### config.mk
export PLATFORM = sky130hd
export DESIGN_NAME = seg7_para_bin_flat
export DESIGN_NICKNAME = d
export VERILOG_FILES = /design/src/rtl/seg7_para_bin_if.sv /design/src/rtl/seg7_para_bin.sv /design/src/flat_wrapper.sv
export SDC_FILE = /design/constraint.sdc
export NUM_CORES = 1
export LEC_CHECK = 0
export CORE_UTILIZATION = 51
export DETAILED_ROUTE_END_ITERATION = 8
export GPL_ROUTABILITY_DRIVEN = 0
export PLACE_DENSITY = 0.74
export SLEW_MARGIN = 15
export SYNTH_ARGS = -nofsm -noshare
export SYNTH_HDL_FRONTEND = slang
export SYNTH_SLANG_ARGS = --single-unit
### constraint.sdc
create_clock -name clk -period 2.5 [get_ports clk]
set_clock_uncertainty 0.1 [all_clocks]
set_input_delay 0.75 -clock clk [delete_from_list [all_inputs] [get_ports clk]]
set_output_delay 0.75 -clock clk [all_outputs]
set_load 0.02 [all_outputs]
### src/rtl/seg7_para_bin_if.sv
// Handshake and digit bus between a requester and the 7-segment to binary converter.
// Segment patterns are {g,f,e,d,c,b,a}; result and status come back on the same bus.
interface seg7_para_bin_if;
  logic       start;
  logic [6:0] seg_centenas;
  logic [6:0] seg_dezenas;
  logic [6:0] seg_unidades;
  logic       busy;
  logic       done;
  logic       erro;
  logic [9:0] bin_out;

  modport master (
    output start, seg_centenas, seg_dezenas, seg_unidades,
    input  busy, done, erro, bin_out
  );
  modport slave (
    input  start, seg_centenas, seg_dezenas, seg_unidades,
    output busy, done, erro, bin_out
  );
endinterface

### src/rtl/seg7_para_bin.sv
// Decodes three 7-segment digits to BCD and converts the 3-digit value to binary
// with a 10-step reverse double-dabble; start/done handshake, one job at a time.

module seg7_dec_lane (
  input  logic [6:0] seg,
  output logic [3:0] bcd,
  output logic       vld
);
  always_comb begin
    bcd = 4'd0;
    vld = 1'b1;
    case (seg)
      7'h3F: bcd = 4'd0;
      7'h06: bcd = 4'd1;
      7'h5B: bcd = 4'd2;
      7'h4F: bcd = 4'd3;
      7'h66: bcd = 4'd4;
      7'h6D: bcd = 4'd5;
      7'h7D: bcd = 4'd6;
      7'h07: bcd = 4'd7;
      7'h7F: bcd = 4'd8;
      7'h6F: bcd = 4'd9;
      default: vld = 1'b0;
    endcase
  end
endmodule

module seg7_para_bin #(
  parameter int unsigned MAX_VALOR       = 999,
  parameter bit          SEG_ATIVO_BAIXO = 1'b0
) (
  input logic          clk,
  input logic          rst_n,
  seg7_para_bin_if.slave bus
);
  localparam int          NUM_DIGITS = 3;
  localparam int          ITERS      = 10;
  localparam logic [9:0]  MAX_10     = 10'(MAX_VALOR);

  typedef enum logic [1:0] {IDLE, DECODE, CONVERT, FIM} state_t;

  state_t                         state_q, state_d;
  logic [NUM_DIGITS-1:0][6:0]     seg_in, seg_q;
  logic [NUM_DIGITS-1:0][3:0]     bcd;
  logic [NUM_DIGITS-1:0]          dig_vld;
  logic [4*NUM_DIGITS+9:0]        sr_q, sr_shift, sr_adj;
  logic [3:0]                     iter_q;
  logic                           erro_int_q, done_q, erro_q;
  logic [9:0]                     bin_q;

  // index 2 = centenas, so {bcd} lands hundreds in the top nibble
  assign seg_in = {bus.seg_centenas, bus.seg_dezenas, bus.seg_unidades};

  for (genvar g = 0; g < NUM_DIGITS; g++) begin : g_lane
    seg7_dec_lane u_dec (.seg(seg_q[g]), .bcd(bcd[g]), .vld(dig_vld[g]));
  end

  // Reverse double-dabble step: shift right, then pull 3 out of any nibble that
  // received a carried-in 8 (nibble >= 8 means its MSB is set).
  always_comb begin
    sr_shift = sr_q >> 1;
    sr_adj   = sr_shift;
    for (int i = 0; i < NUM_DIGITS; i++)
      if (sr_shift[10+4*i+3]) sr_adj[10+4*i +: 4] = sr_shift[10+4*i +: 4] - 4'd3;
  end

  always_ff @(posedge clk or negedge rst_n) begin
    if (!rst_n) state_q <= IDLE;
    else        state_q <= state_d;
  end

  always_comb begin
    state_d = state_q;
    case (state_q)
      IDLE:    if (bus.start) state_d = DECODE;
      DECODE:  state_d = (&dig_vld) ? CONVERT : FIM;
      CONVERT: if (iter_q == 4'(ITERS-1)) state_d = FIM;
      FIM:     state_d = IDLE;
      default: state_d = IDLE;
    endcase
  end

  always_ff @(posedge clk or negedge rst_n) begin
    if (!rst_n) begin
      seg_q      <= '0;
      sr_q       <= '0;
      iter_q     <= 4'd0;
      erro_int_q <= 1'b0;
      done_q     <= 1'b0;
      erro_q     <= 1'b0;
      bin_q      <= 10'd0;
    end else begin
      done_q <= 1'b0;
      erro_q <= 1'b0;
      case (state_q)
        IDLE: if (bus.start) begin
          seg_q      <= SEG_ATIVO_BAIXO ? ~seg_in : seg_in;
          erro_int_q <= 1'b0;
        end
        DECODE: begin
          if (&dig_vld) begin
            sr_q   <= {bcd, 10'd0};
            iter_q <= 4'd0;
          end else begin
            erro_int_q <= 1'b1;
          end
        end
        CONVERT: begin
          sr_q   <= sr_adj;
          iter_q <= iter_q + 4'd1;
        end
        FIM: begin
          done_q <= 1'b1;
          if (!erro_int_q && sr_q[9:0] <= MAX_10) bin_q  <= sr_q[9:0];
          else                                    erro_q <= 1'b1;
        end
        default: ;
      endcase
    end
  end

  assign bus.busy    = (state_q != IDLE);
  assign bus.done    = done_q;
  assign bus.erro    = erro_q;
  assign bus.bin_out = bin_q;
endmodule
### src/flat_wrapper.sv
// flat-port wrapper written by rule: the top's interface ports become plain ports
module seg7_para_bin_flat 
#(
  parameter int unsigned MAX_VALOR       = 999,
  parameter bit          SEG_ATIVO_BAIXO = 1'b0
)
  (clk, rst_n, bus_start, bus_seg_centenas, bus_seg_dezenas, bus_seg_unidades, bus_busy, bus_done, bus_erro, bus_bin_out);
  seg7_para_bin_if bus_i ();
  input logic clk;
  input logic rst_n;
  input wire logic [$bits(bus_i.start)-1:0] bus_start;
  input wire logic [$bits(bus_i.seg_centenas)-1:0] bus_seg_centenas;
  input wire logic [$bits(bus_i.seg_dezenas)-1:0] bus_seg_dezenas;
  input wire logic [$bits(bus_i.seg_unidades)-1:0] bus_seg_unidades;
  output wire logic [$bits(bus_i.busy)-1:0] bus_busy;
  output wire logic [$bits(bus_i.done)-1:0] bus_done;
  output wire logic [$bits(bus_i.erro)-1:0] bus_erro;
  output wire logic [$bits(bus_i.bin_out)-1:0] bus_bin_out;
  assign bus_i.start = bus_start;
  assign bus_i.seg_centenas = bus_seg_centenas;
  assign bus_i.seg_dezenas = bus_seg_dezenas;
  assign bus_i.seg_unidades = bus_seg_unidades;
  assign bus_busy = bus_i.busy;
  assign bus_done = bus_i.done;
  assign bus_erro = bus_i.erro;
  assign bus_bin_out = bus_i.bin_out;
  seg7_para_bin #(.MAX_VALOR(MAX_VALOR), .SEG_ATIVO_BAIXO(SEG_ATIVO_BAIXO)) u_core (.clk(clk), .rst_n(rst_n), .bus(bus_i));
endmodule
---- Word level (Yosys, flattened, before mapping) ----
Index checks and enable logic that the tools add are counted.
cells by class
  $add $sub $neg .......................... 3
  $lt $le $gt $ge ......................... 1
  equal/unequal tests ..................... 38
  multiplexer cells ....................... 22
  reductions and logical operators ........ 15
operators by type and width
  cell                                                     number
  == test 7 bit (second input constant)                    21
  one-hot mux 4 bit (9 select lines)                       3
  one-hot mux 22 bit (2 select lines)                      1
  == test 7 x 3 -> 1 bit (second input constant)           6
  OR reduction 10 bit                                      3
  2-to-1 mux 22 bit                                        1
  == test 7 x 6 -> 1 bit (second input constant)           3
  2-to-1 mux 4 bit                                         3
  less-or-equal comparator 10 bit (second input constant)  1
  2-to-1 mux 1 bit                                         9
  one-hot mux 2 bit (4 select lines)                       1
  one-hot mux 4 bit (2 select lines)                       1
  AND reduction 2 bit                                      4
  subtractor 4 x 2 -> 4 bit (second input constant)        2
  AND reduction 3 bit                                      2
  nonzero test 2 bit                                       3
  adder 4 x 1 -> 4 bit (second input constant)             1
  == test 2 bit (second input constant)                    2
  == test 4 bit (second input constant)                    1
  2-to-1 mux 2 bit                                         2
  inequality test 2 x 1 -> 1 bit (second input constant)   2
  inequality test 2 bit (second input constant)            2
  == test 2 x 1 -> 1 bit (second input constant)           1
  zero test 2 bit                                          1
  3 further kinds                                          3
storage, ports and cells
  register bits ........................... 62
  input bits .............................. 24
  output and inout port bits .............. 13
  logic and storage cells ................. 89

---- Longest topological paths before layout ----
Gate-level depths: netlist of the first run.
  depth in word-level cells ............... 6
  depth in mapped cells ................... 8
  gate-level depth less buffers ........... 7

---- By module ----
A second synthesis of the first run with hierarchy kept.
second synthesis, totals
  cell total of the unflattened synthesis .. 302
  area total of the unflattened synthesis .. 3,333.2 um2
by module, submodules not included
  module         instances  cells each  area an instance (um2)  sequential area each (um2)
  seg7_para_bin  1          206         2,728.9                 1,551.5
  seg7_dec_lane  3          32          201.4                   0.0

---- Least setup slack after synthesis of the first run ----
Ideal clock, no wire load.
  path type ............................... flip-flop to flip-flop
  start point ............................. reg u_core.seg_q[3] (netlist name)
  end point ............................... reg u_core.iter_q[2]
  setup time .............................. 0.126 ns
  arrival ................................. 2.213 ns
  data required time ...................... 2.274 ns
  slack ................................... 0.061 ns
  cell stages (with the launch flop) ...... 9
  path buffers ............................ 2
  clock period less this slack ............ 2.439 ns
  cell sequence ........................... dfrtp_1 buf_2 or3b_1 nor4b_2 nor4_2 a311oi_4 mux2i_2 buf_6 a221o_1
on the way
  word-level cells in the longest chain between the ends .. 6
  elaborated cells on any way between the ends .. 15
  classes of those cells .................. eq/ne (11); mux (1); reduce/logical (3)
ends and longest elaborated chain
  item                                               RTL line              source
  from (decl)                                        seg7_para_bin.sv:43   logic [NUM_DIGITS-1:0][6:0] seg_in, seg_q;
  from (signal assigned)                             seg7_para_bin.sv:97   seg_q <= SEG_ATIVO_BAIXO ? ~seg_in : seg_in;
  == test 7 bit, or another cell as far along        seg7_para_bin.sv:12   case (seg)
  OR reduction 10 bit (no source line) *             n/a
  2-to-1 mux 1 bit *                                 seg7_para_bin.sv:12
  AND reduction 3 bit *                              seg7_para_bin.sv:101  if (&dig_vld) begin
  inequality test 2 x 1 -> 1 bit (no source line) *  n/a
  AND reduction 2 bit (no source line) *             n/a
  to (signal assigned)                               seg7_para_bin.sv:110  iter_q <= iter_q + 4'd1;
  to (decl)                                          seg7_para_bin.sv:47   logic [3:0] iter_q;
Mark *: on every way between the ends. The rest lies on a longest branch, timed or not.
A chain may end at the register's enable or synchronous reset.

---- Worst setup path in the final report of the first run ----
  start point ............................. reg u_core.seg_q[4] (netlist name)
  end point ............................... reg u_core.iter_q[2]
The elaborated chain is that of the path after synthesis.

==> run summary, run 1 <==
Final hold slack = 0.3106 ns
PwrDens = 1178 nW/um^2
Buffers on Ports = 36
Remaining DRCs = 0
Synth area leader = dfrtp_1
Initial antenna violation count = 0
Worst-path clk slew = 0.07 ns
Post-Synthesis Cells = 295
Worst hold path type = in -> async
Storage cell area = 1551 sq um
Via-to-Cell Ratio = 5.781
Flops & latches, synth = 62
DIE WIDTH = 82.22 um
Mapped Nets = 327
Relative max-transition margin = 71.07%
Setup WS pre-CTS = 0.09639 ns
Die Y = 82.22 um
Net count, final = 382
Post-route minimum period = 2.399 ns
Core ar. = 6061 sq um
Vias in the first global route = 2,316
Placed Instances = 414
VDD IR max = 666.1 uV
Hold Buf Count CTS = 0
Slew Viols, Final = 0
Crit share post-route = 95.96%
Hold Fails Final Rpt = 0
Worst path required time = 2.62 ns
Final core utilization = 68.04%
Mapped Area = 3282 sq um
Num rows = 28
Total Die Area = 6760 sq um
Final Instance Area = 4124 sq um
P&R area growth vs syn = 25.66%
Worst-margin pin slew = 0.4230 ns
Synth cell count leaders = dfrtp_1 (62), mux2_2 (35), nor2_1 (16), a21oi_1 (14), nand2_1 (14)
Initial Util = 54.15%
Total power = 4.859 mW
Multi-input logic area = 1654 sq um
DRT Pass-1 Iters = 4
Post-synth EDFFs = 0
Critical Path End Type = register
Share of cells above drive strength 1 = 23.10%
Antenna cells = 0
Synth area leaders = dfrtp_1 (47%), mux2_2 (12%), ha_1 (3.0%)
RSZ-0062 raised after global routing = false
Max Fclk = 416.8 MHz
MaxCap Viol Count = 0
CP Max Fanout = 23
CTS Buffer Depth = 2
Worst Setup Start Kind = register
Clk root buf = clkbuf_8
Post-synth top area share = 47.27%
DRT iter0 DRCs = 117
Register area share after synthesis = 47.27%
IO Pins = 37
Crit path DAT = 2.52 ns
Post-synth ARST share = 100.0%
Wire per inst = 14.43 um
# fillers = 477
Endpoints failing setup = 0
Run status = complete, no violations
Via total after detailed routing = 2,486
Crit path kind = reg -> reg
Clk Latency, worst-skew pair = 0.33 ns
CTS tree = yes
Routed WL = 6204 um
Most frequent cell after synthesis = dfrtp_1
Fin Setup TNS = 0 ns
Cell Area, Placed = 3872 sq um
Top FF cell, synth = dfrtp_1
First-pass GRT wire length = 10,550 um
Final HPWL DP = 4374 um
Leakage = 1.858 nW
Synth Warn # = 0
Syn Area/Cell = 11.13 sq um
Sink Count = 62
Pin count of the biggest net entering global routing = 63
GRT Total Usage = 20.90%
Routed Antenna Nets = 0
Cell Count, Final, Fillers Out = 430
Remaining Overflow, GRT = 0
CTS Buf Count = 9
Final worst slack = 0.1010 ns
Netlist cell types = 54
H-tree levels = 3
[what timing repair did]
item                       CTS  global route
setup endpoints to repair    1            20
buffers inserted             0             0
gates resized for setup      1             5
[power by group]
| part | switching (mW) | internal (mW) |
|---|---|---|
| Clock | 0.381 | 0.584 |
| Combinational | 0.974 | 1.10 |
| Sequential | 0.434 | 1.39 |
| Total | 1.79 | 3.07 |
[area by class of cell]
cell class,instances,share of cell area (%)
Clock buffer,10,3.337
Clock inverter,6,2.063
Inverter,10,0.9102
Multi-Input combinational cell,208,40.11
Sequential cell,62,37.62
Tap cell,75,2.275
Timing Repair Buffer,59,13.68
[sequential cells by signal, summed over array words and instances (netlist names)]
name / cells
u_core.sr_q: 22
u_core.state_q: 2
u_core.iter_q: 4
u_core.bus.done: 1
u_core.bus.erro: 1
u_core.erro_int_q: 1
u_core.bus.bin_out: 10
u_core.seg_q: 21
[final timing paths]
check	slack, ns	cells past startpoint	end	startpoint
max in group asynchronous	1.72	2	u_core.sr_q[0]	rst_n
min in group clk	0.39	1	u_core.sr_q[9]	u_core.sr_q[10]
hold reg to reg	0.39	1	u_core.sr_q[9]	u_core.sr_q[10]
setup / recovery	0.10	7	u_core.iter_q[2]	u_core.seg_q[4]
setup reg to reg	0.10	7	u_core.iter_q[2]	u_core.seg_q[4]
hold / removal	0.31	2	u_core.seg_q[6]	rst_n
[per-layer routing]
| layer | routed length, um | GRT usage, % | up-vias |
|---|---|---|---|
| met3 | 212 | 4.615 | 9 |
| met4 | 76 | 7.895 | 0 |
| met1 | 2901 | 28.06 | 1229 |
| met5 | 0 | 0 | - |
| met2 | 3013 | 32.98 | 47 |
| li1 | - | - | 1201 |
[worst max-delay path, stage by stage, from the launching register on]
cell and delay (ns):
dfrtp_1 0.45, or3b_1 0.43, nor4b_4 0.27, nor4_4 0.09, a311oi_4 0.29, mux2i_2 0.13, buf_12 0.18, a221o_1 0.34
[cell usage in the layout, fill, tap and decap left out, types with 3 or more instances in the layout]
cell             count
a21oi_1             12
a22o_1              11
a31oi_1              3
and3_1               4
buf_12               3
buf_4               20
clkbuf_8            10
clkdlybuf4s50_1     34
dfrtp_1             62
ha_1                 8
inv_1               10
mux2_1               6
mux2_2              35
mux2i_1              4
nand2_1             14
nand2b_1             3
nand3_1             10
nand3b_1             5
nand4_1              4
nor2_1              16
nor2b_1              6
nor3_1               6
o21ai_0             11
o31a_1               3
xnor2_1              4
xor2_1               4
[kinds of logic (layout without fill, tap and decap cells)]
| group | Yosys count | in the layout | share of synthesized area, % |
|---|---|---|---|
| buffers and inverters | 25 | 85 | 3.241 |
| muxes | 46 | 46 | 15.71 |
| xor gates and xnor gates | 8 | 8 | 2.135 |
| DFF | 62 | 62 | 47.27 |
| adders and majority gates | 8 | 8 | 3.050 |
| and+or+nand+nor | 85 | 85 | 14.83 |
| AOI/OAI and AO/OA | 61 | 61 | 13.76 |
(Power assumes the default switching activity.)
==> run 2, diff against run 1 <==
--- a/config.mk
+++ b/config.mk
@@ -5,10 +5,10 @@
 export SDC_FILE = /design/constraint.sdc
 export NUM_CORES = 1
 export LEC_CHECK = 0
-export CORE_UTILIZATION = 51
+export CORE_UTILIZATION = 56
 export DETAILED_ROUTE_END_ITERATION = 8
 export GPL_ROUTABILITY_DRIVEN = 0
-export PLACE_DENSITY = 0.74
+export PLACE_DENSITY = 0.78
 export SLEW_MARGIN = 15
 export SYNTH_ARGS = -nofsm -noshare
 export SYNTH_HDL_FRONTEND = slang
==> constraint.sdc (replaced) <==
create_clock -name clk -period 3.01 [get_ports clk]
set_clock_uncertainty 0.1 [all_clocks]
set_input_delay 0.903 -clock clk [delete_from_list [all_inputs] [get_ports clk]]
set_output_delay 0.903 -clock clk [all_outputs]
set_load 0.02 [all_outputs]
==> run summary, run 2 (same netlist as run 1, synthesis figures left out) <==
Run status = complete, no violations
Fin Setup TNS = 0 ns (unchanged)
Wire per inst = 15.67 um (+8.6%)
Initial Util = 58.88% (+4.7 points)
CTS tree = yes
Remaining DRCs = 0 (unchanged)
Remaining Overflow, GRT = 0 (unchanged)
Total power = 3.832 mW (-21%)
RSZ-0062 raised after global routing = false
MaxCap Viol Count = 0 (unchanged)
Antenna cells = 0 (unchanged)
Crit path kind = reg -> out
Cell Count, Final, Fillers Out = 411 (-4.4%)
GRT Total Usage = 23.44% (+2.5 points)
Num rows = 27 (-3.6%)
Total Die Area = 6171 sq um (-8.7%)
Core ar. = 5574 sq um (-8.0%)
DRT iter0 DRCs = 173 (+48%)
Commonest non-fill, non-tap cells in the layout = dfrtp_1 (62), mux2_2 (35), clkdlybuf4s50_1 (35)
DIE WIDTH = 78.56 um (-4.5%)
Routed Antenna Nets = 0 (unchanged)
Crit share post-route = 92.93%
Slowest cell on the critical path = clkdlybuf4s50_1
Setup bufs post-CTS = 0 (unchanged)
H-tree levels = 3 (unchanged)
Routed WL = 6440 um (+3.8%)
P&R area growth vs syn = 19.98%
Relative max-transition margin = 56.35% (-15 points)
Critical Path End Type = primary output
Worst Setup Start Kind = register
Worst-path clk slew = 0.06 ns (about the same)
Pin count of the biggest net entering global routing = 40 (-37%)
Worst-margin pin slew = 0.6503 ns (+0.2273 ns)
CTS Buffer Depth = 2 (unchanged)
Leakage = 1.757 nW (-5.4%)
Via-to-Cell Ratio = 5.981 (+3.4%)
Buffers on Ports = 36 (unchanged)
CTS resizes = 0 (-1)
Critical Path Most Common Cell = inv_1
Final core utilization = 70.64% (+2.6 points)
Clk Latency, worst-skew pair = 0.34 ns (about the same)
Worst hold path type = reg -> reg
Worst path required time = 2.01 ns (-0.61 ns)
CP peak stage delay = 0.62 ns (+0.17 ns)
Share of cells above drive strength 1 = 18.58% (-4.5 points)
Placed Instances = 396 (-4.3%)
Post-route minimum period = 2.797 ns
Max Fclk = 357.5 MHz
CP Max Fanout = 5 (-78%)
IO Pins = 37 (unchanged)
Sink Count = 62 (unchanged)
Most common cell after layout, fill and taps aside = dfrtp_1
PwrDens = 973.2 nW/um^2 (-17%)
Top reg by flops = u_core.sr_q
Endpoints failing setup = 0 (unchanged)
Hold Fails Final Rpt = 0 (unchanged)
Number of flip-flops in the largest register = 22 (unchanged)
DRT Pass-1 Iters = 5 (+1)
Vias in the first global route = 2,364 (+2.1%)
Net count, final = 367 (-3.9%)
Final Instance Area = 3938 sq um (-4.5%)
Cell Area, Placed = 3731 sq um (-3.7%)
Crit-path cells = inv_1, ha_1, inv_1, clkdlybuf4s50_1
Crit path DAT = 1.79 ns (-0.73 ns)
Initial antenna violation count = 0 (unchanged)
Clk root buf = clkbuf_8
Slew Viols, Final = 0 (unchanged)
Die Y = 78.56 um (-4.5%)
Final HPWL DP = 4307 um (-1.5%)
Via total after detailed routing = 2,458 (-1.1%)
First-pass GRT wire length = 11,020 um (+4.4%)
VDD IR max = 561.1 uV (-16%)
CTS Buf Count = 9 (unchanged)
Hold Buf Count CTS = 0 (unchanged)
run 2: power breakdown:
part	total (mW)	internal, mW	leakage, nW	switching [mW]
Combinational	1.45	0.774	0.857	0.677
Clock	0.768	0.457	0.106	0.311
Sequential	1.61	1.15	0.794	0.459
run 2: worst paths after layout:
path	to	start	cells past startpoint	slack [ns]
max	bus_busy	u_core.state_q[0]	4	0.21
min	u_core.sr_q[19]	u_core.sr_q[19]	1	0.40
max reg2reg	u_core.sr_q[10]	u_core.seg_q[5]	7	0.25
min reg2reg	u_core.sr_q[19]	u_core.sr_q[19]	1	0.40
max in group asynchronous	u_core.seg_q[8]	rst_n	2	1.75
min in group asynchronous	u_core.seg_q[0]	rst_n	1	0.45
run 2: stage by stage:
step                      hold slack [ns]  setup WS, ns
after floorplan                    0.3604        0.5708
after CTS                          0.3972        0.1534
final                              0.3954        0.2129
after detailed placement           0.3796        0.1977
after global placement             0.3734        0.2793
after global routing               0.4104       0.09703
run 2: layout make-up:
| type | count | area [sq um] |
|---|---|---|
| Clock buffer | 10 | 127.6 |
| Timing Repair Buffer | 44 | 427.9 |
| Multi-Input combinational cell | 208 | 1628 |
| Inverter | 10 | 37.54 |
| Fill cell | 436 | 1637 |
| Sequential cell | 62 | 1551 |
| Tap cell | 72 | 90.09 |
| Clock inverter | 5 | 75.07 |
run 2: routing by layer:
layer	vias up	routed length (um)	track usage, %
li1	1171	-	-
met1	1229	3034	31.98
met2	51	3061	35.91
met3	7	283	6.744
met4	0	59	7.593
met5	-	0	0
run 2: critical path: cells and delay by family, from the launching register on:
family	cells	cell delay, ns
fa+ha+maj	1	0.22
buf+inv	3	0.83
flops	1	0.41
==> run 3, diff against run 2 <==
--- a/config.mk
+++ b/config.mk
@@ -5,6 +5,7 @@
 export SDC_FILE = /design/constraint.sdc
 export NUM_CORES = 1
 export LEC_CHECK = 0
+export CAP_MARGIN = 20
 export CORE_UTILIZATION = 56
 export DETAILED_ROUTE_END_ITERATION = 8
 export GPL_ROUTABILITY_DRIVEN = 0
==> results of run 3 <==
No change in the layout: final DEF, timing and power equal those of run 2.
